File: src/rtl/mac_seq_ctrl.sv
// mac_seq_ctrl: dot-product sequencer for one multiply-only MAC block.
// Latches a (mode, length) command, streams operand beats into the registered
// MAC inputs, accumulates each product and returns the sum on a valid/ready port.
// Optional feature: define MAC_ACC_SAT_EN for a saturating accumulator with a
// sticky res_sat flag; otherwise the accumulator wraps and res_sat is tied 0.
`timescale 1ns/1ps

`ifndef MAC_MIN_WIDTH
`define MAC_MIN_WIDTH 8
`endif
`ifndef MAC_INT_WIDTH
`define MAC_INT_WIDTH 40
`endif
`ifndef MAC_CONF_WIDTH
`define MAC_CONF_WIDTH 2
`endif
`ifndef MAC_SINGLE
`define MAC_SINGLE 2'b00
`endif
`ifndef MAC_DUAL
`define MAC_DUAL 2'b01
`endif
`ifndef MAC_QUAD
`define MAC_QUAD 2'b10
`endif

// One A lane register: loads the routed lane on a beat, or 0 if the mode leaves it unused.
module mac_seq_lane #(
  parameter int W = 8
) (
  input  logic         clk,
  input  logic         rst,
  input  logic         ld,
  input  logic         use_lane,
  input  logic [W-1:0] src,
  output logic [W-1:0] q
);
  // Lane register, held between beats.
  always_ff @(posedge clk or negedge rst) begin
    if (!rst)    q <= '0;
    else if (ld) q <= use_lane ? src : '0;
  end
endmodule

module mac_seq_ctrl #(
  parameter int MIN_W = `MAC_MIN_WIDTH,
  parameter int INT_W = `MAC_INT_WIDTH,
  parameter int ACC_W = 48,
  parameter int LEN_W = 8
) (
  input  logic                       clk,
  input  logic                       rst,
  input  logic                       cmd_valid,
  output logic                       cmd_ready,
  input  logic [1:0]                 cmd_mode,
  input  logic [LEN_W-1:0]           cmd_len,
  input  logic                       op_valid,
  output logic                       op_ready,
  input  logic [4*MIN_W-1:0]         op_a,
  input  logic [MIN_W-1:0]           op_b,
  output logic [`MAC_CONF_WIDTH-1:0] mac_cfg,
  output logic [MIN_W-1:0]           mac_a0,
  output logic [MIN_W-1:0]           mac_a1,
  output logic [MIN_W-1:0]           mac_a2,
  output logic [MIN_W-1:0]           mac_a3,
  output logic [MIN_W-1:0]           mac_b1,
  input  logic [INT_W-1:0]           mac_c,
  output logic                       res_valid,
  input  logic                       res_ready,
  output logic [ACC_W-1:0]           res_data,
  output logic                       res_err,
  output logic                       res_sat,
  output logic                       busy
);
  localparam logic [1:0] M_SINGLE = 2'd0;
  localparam logic [1:0] M_DUAL   = 2'd1;
  localparam logic [1:0] M_QUAD   = 2'd2;
  localparam logic [1:0] M_RSVD   = 2'd3;

  typedef enum logic [1:0] {S_IDLE, S_RUN, S_DRAIN, S_DONE} state_t;

  typedef struct packed {
    logic [1:0]       mode;
    logic [LEN_W-1:0] len;
  } cmd_t;

  state_t                  state_q, state_d;
  cmd_t                    cmd_q;
  logic [LEN_W-1:0]        count_q;
  logic [LEN_W-1:0]        count_inc;
  logic                    pipe_v;
  logic [ACC_W-1:0]        acc_q;
  logic [ACC_W-1:0]        acc_next;
  logic                    cmd_fire, op_fire, last_beat;
  logic [3:0]              lane_use;
  logic [3:0][MIN_W-1:0]   lane_src;
  logic [3:0][MIN_W-1:0]   lane_q;

  assign cmd_fire  = cmd_valid & cmd_ready;
  assign op_fire   = op_valid & op_ready;
  assign count_inc = count_q + LEN_W'(1);
  assign last_beat = op_fire && (count_inc == cmd_q.len);

  // State register.
  always_ff @(posedge clk or negedge rst) begin
    if (!rst) state_q <= S_IDLE;
    else      state_q <= state_d;
  end

  // Next state and handshake outputs.
  always_comb begin
    state_d   = state_q;
    cmd_ready = 1'b0;
    op_ready  = 1'b0;
    res_valid = 1'b0;
    busy      = 1'b1;
    case (state_q)
      S_IDLE: begin
        cmd_ready = 1'b1;
        busy      = 1'b0;
        if (cmd_fire)
          state_d = (cmd_len == '0 || cmd_mode == M_RSVD) ? S_DONE : S_RUN;
      end
      S_RUN: begin
        op_ready = (count_q < cmd_q.len);
        if (last_beat) state_d = S_DRAIN;
      end
      S_DRAIN: state_d = S_DONE;
      S_DONE: begin
        res_valid = 1'b1;
        if (res_ready) state_d = S_IDLE;
      end
      default: state_d = S_IDLE;
    endcase
  end

  // Command latch, beat counter and product-valid flag.
  always_ff @(posedge clk or negedge rst) begin
    if (!rst) begin
      cmd_q   <= '0;
      count_q <= '0;
      pipe_v  <= 1'b0;
    end else begin
      pipe_v <= op_fire;
      if (cmd_fire) begin
        cmd_q   <= '{mode: cmd_mode, len: cmd_len};
        count_q <= '0;
      end else if (op_fire) begin
        count_q <= count_inc;
      end
    end
  end

  // MAC mode register: set per command, left alone by reserved commands.
  always_ff @(posedge clk or negedge rst) begin
    if (!rst) mac_cfg <= '0;
    else if (cmd_fire) begin
      case (cmd_mode)
        M_SINGLE: mac_cfg <= `MAC_SINGLE;
        M_DUAL:   mac_cfg <= `MAC_DUAL;
        M_QUAD:   mac_cfg <= `MAC_QUAD;
        default:  mac_cfg <= mac_cfg;
      endcase
    end
  end

  // B operand register.
  always_ff @(posedge clk or negedge rst) begin
    if (!rst)         mac_b1 <= '0;
    else if (op_fire) mac_b1 <= op_b;
  end

  // Lane routing: SINGLE feeds lane 0 into A1; unused lanes are zeroed.
  always_comb begin
    for (int i = 0; i < 4; i++) lane_src[i] = op_a[i*MIN_W +: MIN_W];
    lane_use = 4'b0000;
    case (cmd_q.mode)
      M_SINGLE: begin
        lane_use    = 4'b0010;
        lane_src[1] = op_a[0 +: MIN_W];
      end
      M_DUAL:  lane_use = 4'b0011;
      M_QUAD:  lane_use = 4'b1111;
      default: lane_use = 4'b0000;
    endcase
  end

  for (genvar i = 0; i < 4; i++) begin : g_lane
    mac_seq_lane #(.W(MIN_W)) u_lane (
      .clk      (clk),
      .rst      (rst),
      .ld       (op_fire),
      .use_lane (lane_use[i]),
      .src      (lane_src[i]),
      .q        (lane_q[i])
    );
  end

  assign mac_a0 = lane_q[0];
  assign mac_a1 = lane_q[1];
  assign mac_a2 = lane_q[2];
  assign mac_a3 = lane_q[3];

`ifdef MAC_ACC_SAT_EN
  // Wide enough to hold either operand plus a carry.
  localparam int SUM_W = ((ACC_W > INT_W) ? ACC_W : INT_W) + 1;
  logic [SUM_W-1:0] sum;
  logic             ovf;
  logic             sat_q;

  // Clamp to all-ones whenever the add leaves the accumulator range.
  always_comb begin
    sum      = SUM_W'(acc_q) + SUM_W'(mac_c);
    ovf      = |sum[SUM_W-1:ACC_W];
    acc_next = ovf ? {ACC_W{1'b1}} : sum[ACC_W-1:0];
  end

  // Sticky saturation flag, cleared when a new command is taken.
  always_ff @(posedge clk or negedge rst) begin
    if (!rst)                sat_q <= 1'b0;
    else if (cmd_fire)       sat_q <= 1'b0;
    else if (pipe_v && ovf)  sat_q <= 1'b1;
  end

  assign res_sat = (state_q == S_DONE) & sat_q;
`else
  // Plain modulo-2^ACC_W accumulate.
  always_comb acc_next = acc_q + ACC_W'(mac_c);

  assign res_sat = 1'b0;
`endif

  // Accumulator: cleared per command, adds the product one cycle after each beat.
  always_ff @(posedge clk or negedge rst) begin
    if (!rst)          acc_q <= '0;
    else if (cmd_fire) acc_q <= '0;
    else if (pipe_v)   acc_q <= acc_next;
  end

  assign res_err  = (state_q == S_DONE) && (cmd_q.mode == M_RSVD);
  assign res_data = (state_q == S_DONE && cmd_q.mode != M_RSVD) ? acc_q : '0;

endmodule

File: config.mk
export PLATFORM = sky130hd
export DESIGN_NAME = mac_seq_ctrl
export DESIGN_NICKNAME = d
export VERILOG_FILES = /design/src/rtl/mac_seq_ctrl.sv
export SDC_FILE = /design/constraint.sdc
export NUM_CORES = 1
export LEC_CHECK = 0
export ABC_AREA = 1
export CORE_MARGIN = 2
export CORE_UTILIZATION = 44
export DETAILED_ROUTE_END_ITERATION = 8
export PLACE_DENSITY = 0.71
export SLEW_MARGIN = 20
export SYNTH_ARGS = -nofsm -noshare
export SYNTH_HDL_FRONTEND = slang
export SYNTH_SLANG_ARGS = --single-unit
File: constraint.sdc
create_clock -name clk -period 1.9 [get_ports clk]
set_input_delay 0.285 -clock clk [delete_from_list [all_inputs] [get_ports clk]]
set_output_delay 0.285 -clock clk [all_outputs]
set_load 0.02 [all_outputs]
## After elaboration in Yosys (flattened, before gate mapping)

Index checks and enable logic that the tools add are counted.

| cells by class | value |
|---|---|
| add/subtract/negate cells | 2 |
| magnitude comparators | 1 |
| eq/ne operators | 14 |
| mux-type cells | 21 |
| bitwise gates (word level) | 2 |
| reductions and logical operators | 13 |

Operator list:

| operator | count |
|---|---|
| 2-to-1 mux 48 bit | 3 |
| 2-to-1 mux 8 bit | 7 |
| adder 48 x 40 -> 48 bit | 1 |
| equality test 2 bit (second input constant) | 6 |
| case mux 4 bit (3 select lines) | 1 |
| adder 8 x 1 -> 8 bit (second input constant) | 1 |
| equality test 8 bit | 1 |
| logical NOT 8 bit | 1 |
| less-than comparator 8 bit | 1 |
| 2-to-1 mux 2 bit | 4 |
| != test 2 bit (second input constant) | 4 |
| case mux 2 bit (4 select lines) | 1 |
| equality test 2 x 1 -> 1 bit (second input constant) | 3 |
| logical NOT 2 bit | 3 |
| case mux 2 bit (3 select lines) | 1 |
| 2-to-1 mux 1 bit | 4 |
| nonzero test 2 bit | 2 |
| logical AND 1 bit | 3 |
| AND reduction 3 bit | 1 |
| nonzero test 3 bit | 1 |
| bitwise AND 1 bit | 2 |
| AND reduction 2 bit | 1 |
| logical OR 1 bit | 1 |

| storage, ports and cells | value |
|---|---|
| flip-flop bits (word level) | 111 |
| bits of input ports | 95 |
| output and inout bits | 96 |
| word-level logic and storage cells | 65 |

## Depth between registers and ports, before layout

| logic depth | value |
|---|---|
| word-level depth | 6 |
| mapped depth | 15 |
| depth with buffers taken out | 15 |

## Hierarchy

A second synthesis with hierarchy kept.

| second synthesis, totals | value |
|---|---|
| cell total of the unflattened synthesis | 1,435 |
| area, all modules | 8,947.3 um2 |

By module, submodules not included:

| module | times used | cells an instance | area each (um2) | sequential area each (um2) |
|---|---|---|---|---|
| mac_seq_ctrl | 1 | 1,295 | 7,666.1 | 1,976.9 |
| mac_seq_lane | 4 | 35 | 320.3 | 200.2 |

## Least setup slack after synthesis

OpenSTA, ideal clock, no wires.

| timing | value |
|---|---|
| path kind | flip-flop to output port |
| start point | reg state_q[0] |
| end point | out res_data[27] |
| arrival time | 1.737 ns |
| required time | 1.615 ns |
| slack | -0.122 ns |
| cell stages (with the launch flop) | 7 |
| path buffers | 2 |
| cell sequence | dfrtp_1 > ha_1 > inv_1 > or2_2 > clkbuf_1 > buf_1 > nor2_1 |

| between the ends | value |
|---|---|
| cells in the longest elaborated chain, start to end | 3 |

RTL lines:

| what | line | RTL |
|---|---|---|
| start, declared | 87 | `state_t state_q, state_d;` |
| start signal, assigned | 107 | `else state_q <= state_d;` |
| equality test 2 bit | 241 | `assign res_data = (state_q == S_DONE && cmd_q.mode != M_RSVD) ? acc_q : '0;` |
| logical AND 1 bit | 241 |  |
| 2-to-1 mux 48 bit | 241 |  |
| end, declared | 70 | `output logic [ACC_W-1:0] res_data,` |

Every way passes these cells.

## Final worst setup path

| timing | value |
|---|---|
| start point | reg acc_q[9] |
| end point | reg acc_q[16] |

| between the ends | value |
|---|---|
| cells in the longest elaborated chain, start to end | 3 |

RTL lines:

| what | line | RTL |
|---|---|---|
| start, declared | 92 | `logic [ACC_W-1:0] acc_q;` |
| start signal, assigned | 237 | `else if (pipe_v) acc_q <= acc_next;` |
| adder 48 x 40 -> 48 bit | 228 | `always_comb acc_next = acc_q + ACC_W'(mac_c);` |
| 2-to-1 mux 48 bit | 237 |  |
| 2-to-1 mux 48 bit | 236 | `else if (cmd_fire) acc_q <= '0;` |

Every way passes these cells. The select of a mux whose other input is x is not followed.
A chain may end at the register's enable or synchronous reset.

==> impl_metrics.sql <==
INSERT INTO impl_metrics (metric_group, metric, value, unit) VALUES
('sta', 'achievable-frequency', '459', 'MHz'),
('placed_design', 'io_buffer_count', '189', ''),
('yosys', 'synthesis.nets', '1541', ''),
('sta', 'final_critical_path_setup_slack', '-0.277', 'ns'),
('sta', 'totalNegativeSetupSlack', '-18.67', 'ns'),
('yosys', 'ys_top_cells_by_count', 'sky130_fd_sc_hd__nand2_1, sky130_fd_sc_hd__inv_1, sky130_fd_sc_hd__nor2_1', ''),
('route', 'route.final.wire_length', '36200', 'um'),
('global_routing', 'grt_antenna_before_repair', '0', ''),
('critical_path', 'critical_path.endpoint_type', 'register', ''),
('critical_path', 'worstReg2RegEnd', 'acc_q[16]', ''),
('placed_design', 'dpl_cell_area', '0.0121', 'mm^2'),
('critical_path', 'timing_worst_setup_path_type', 'reg -> reg', ''),
('critical_path', 'critPathLaunchType', 'register', ''),
('global_routing', 'wire_length_of_the_first_global_routing_pass', '47400', 'um'),
('final_layout', 'finish.instance_area', '0.0154', 'mm^2'),
('route', 'drt_iter0_markers', '784', ''),
('final_layout', 'antenna_cells', '0', ''),
('route', 'drcViolationCount', '0', ''),
('global_routing', 'groute.usage.overall', '29.0', '%'),
('die', 'initial_utilization', '44.7', '%'),
('yosys', 'yosys-top-cells-area', 'sky130_fd_sc_hd__dfrtp_1, sky130_fd_sc_hd__nand2_1, sky130_fd_sc_hd__inv_1', ''),
('final_layout', 'finish.utilization', '79.1', '%'),
('sta', 'setup_viol_count_final', '124', ''),
('sta', 'holdWs', '0.421', 'ns'),
('placed_design', 'gp_routability_congestion', '0.953', ''),
('critical_path', 'critical_path.reg2reg.startpoint', 'acc_q[9]', ''),
('yosys', 'postSynthAreaPerCell', '6.27', 'um^2'),
('min_path', 'min-delay-start', 'mac_c[6]', ''),
('clock_network', 'ctsHtreeMaxLevel', '3', ''),
('die', 'core.rowCount', '51', ''),
('placed_design', 'dpl.cell_count', '1964', ''),
('global_routing', 'grt_remaining_overflow', '0', ''),
('clock_network', 'clock_insertion_delay_worst_skew', '0.38', 'ns'),
('route', 'detailed_routing_iterations_pass_1', '9', ''),
('yosys', 'yosysWarningCount', '0', ''),
('sta', 'max_slew.worst_pin.slew', '0.639', 'ns'),
('min_path', 'class_of_the_worst_hold_path', 'in -> reg', ''),
('yosys', 'synth_top_area_cell', 'sky130_fd_sc_hd__dfrtp_1', ''),
('sta', 'relSlewSlack', '57.4', '%'),
('clock_network', 'root_buffer', 'sky130_fd_sc_hd__clkbuf_16', ''),
('yosys', 'synth_enable_flop_cells', '0', ''),
('sta', 'period_share', '115', '%'),
('route', 'route.antenna.remaining_nets', '0', ''),
('yosys', 'seq_area_frac_synth', '31.9', '%'),
('route', 'route.vias.total', '11018', ''),
('sta', 'clock_skew', '0.0124', 'ns'),
('outcome', 'status', 'finished with violations', ''),
('die', 'placeableCoreArea', '0.0195', 'mm^2'),
('placed_design', 'placement.setup.worst_slack', '-0.589', 'ns'),
('critical_path', 'startpoint', 'acc_q[9]', ''),
('min_path', 'timing.hold.worst_path_depth', '4', ''),
('die', 'die-height', '145', 'um'),
('final_layout', 'area_growth', '76.9', '%'),
('pwr', 'total_leakage_power', '7.61', 'nW'),
('route', 'avgViaCountPerCell', '5.43', ''),
('final_layout', 'layout.nets', '1913', ''),
('outcome', 'violations_in_the_final_reports', 'negative setup slack', ''),
('route', 'wl_per_cell', '17.8', 'um'),
('die', 'die_w', '145', 'um'),
('die', 'i_o_pins', '191', ''),
('flow_run', 'drv.max_cap_violation_count', '0', ''),
('min_path', 'worst_hold_path.endpoint', 'acc_q[6]', ''),
('global_routing', 'grt_pass1_vias', '9824', ''),
('placed_design', 'place_hpwl', '22600', 'um'),
('critical_path', 'setup.reg_to_reg.worst_slack', '-0.28', 'ns'),
('yosys', 'synthesis.instances', '1388', ''),
('critical_path', 'cp_max_fo', '3', ''),
('yosys', 'synth-seq-cells', '111', ''),
('clock_network', 'cts.clk_slew.worst_paths', '0.09', 'ns'),
('sta', 'timing_hold_violations_final', '0', ''),
('clock_network', 'cts_tree', 'built', '');
==> routing by layer <==
layer | share of wire (%) | global-route usage (%) | vias up
li1 | - | - | 5060
met4 | 5.7 | 8.99 | 0
met3 | 7.8 | 4.97 | 186
met1 | 38 | 35.0 | 5170
met5 | 0 | 0 | -
met2 | 49 | 52.4 | 602
==> layout make-up <==
type	instances	area [um^2]
clock inverters	7	86.3
clock buffers	9	225
inverters	231	882
multi-input cells	1017	7290
repair buffers	390	3790
well taps	265	332
fillers	1213	4070
flip-flops and latches	111	2780
==> worst max-delay path: stages, from the launching register on <==
cell and delay (ns):
sky130_fd_sc_hd__dfrtp_1 0.44, sky130_fd_sc_hd__ha_4 0.28, sky130_fd_sc_hd__buf_6 0.14, sky130_fd_sc_hd__nand2_1 0.05, sky130_fd_sc_hd__nand2_1 0.11, sky130_fd_sc_hd__nand2_1 0.09
sky130_fd_sc_hd__nand2_1 0.10, sky130_fd_sc_hd__nand2_1 0.11, sky130_fd_sc_hd__nand2_1 0.10, sky130_fd_sc_hd__o21bai_4 0.21, sky130_fd_sc_hd__buf_4 0.14, sky130_fd_sc_hd__o21ai_1 0.16
sky130_fd_sc_hd__o21ai_1 0.12
==> sequential cells by signal, indices dropped and copies added (netlist names) <==
register         count
mac_b1               8
pipe_v               1
mac_cfg              2
g_lane.u_lane.q     32
count_q              8
cmd_q               10
state_q              2
acc_q               48
==> where the power goes <==
group | switching, mW | internal, mW | total, mW
sequential | 0.814 | 3.28 | 4.10
combinational | 8.95 | 6.78 | 15.7
clock | 1.12 | 0.948 | 2.07
==> worst max path at each step <==
stage / to / slack (ns)
3_5_place_dp: acc_q[12] / -0.59
4_1_cts: g_lane[1].u_lane.q[0] / -0.15
6_report: acc_q[16] / -0.28
2_1_floorplan: res_data[28] / 0.01
5_1_grt: g_lane[1].u_lane.q[3] / -0.38
3_3_place_gp: acc_q[34] / -0.60
==> cells by family (layout without fill, tap and decap cells) <==
kind of cell,Yosys count,after routing,synth area share (%)
buf+inv,261,637,11.6
fa+ha+maj,58,58,8.43
simple gates,792,793,36.9
compound gates,164,164,11.0
xor+xnor,1,1,0.101
other cells,1,1,0.0431
flops,111,111,31.9
==> placed cells by master, fill, tap and decap left out, types with 4 or more instances in the layout <==
cell type and n:
sky130_fd_sc_hd__clkdlybuf4s50_1 129, sky130_fd_sc_hd__dfrtp_1 109, sky130_fd_sc_hd__a21oi_2 34, sky130_fd_sc_hd__nand2_2 108, sky130_fd_sc_hd__inv_2 20, sky130_fd_sc_hd__nand2_4 47, sky130_fd_sc_hd__buf_6 68, sky130_fd_sc_hd__a21oi_1 21
sky130_fd_sc_hd__nand3b_1 4, sky130_fd_sc_hd__a21oi_4 6, sky130_fd_sc_hd__nand3_4 12, sky130_fd_sc_hd__clkbuf_16 13, sky130_fd_sc_hd__ha_1 13, sky130_fd_sc_hd__dlymetal6s2s_1 5, sky130_fd_sc_hd__nand3_1 62, sky130_fd_sc_hd__buf_4 163
sky130_fd_sc_hd__ha_4 41, sky130_fd_sc_hd__o21ai_1 31, sky130_fd_sc_hd__o22ai_1 14, sky130_fd_sc_hd__nor2_4 75, sky130_fd_sc_hd__nor2_1 81, sky130_fd_sc_hd__inv_4 4, sky130_fd_sc_hd__inv_1 206, sky130_fd_sc_hd__buf_12 11
sky130_fd_sc_hd__o41ai_2 7, sky130_fd_sc_hd__nand3_2 25, sky130_fd_sc_hd__nor2_2 34, sky130_fd_sc_hd__o21ai_0 35, sky130_fd_sc_hd__nand2_1 320, sky130_fd_sc_hd__nand4_1 6
==> timing repair <==
| action | CTS | global route |
|---|---|---|
| setup buffers | 7 | 36 |
| hold endpoints to repair | 111 | 0 |
| endpoints found under the setup margin | 142 | 144 |
| pin swaps | 28 | 133 |
| gates resized for setup | 463 | 471 |
| gates cloned | 4 | 6 |
| hold buffers | 1 | 0 |
(Power assumes the default switching activity.)
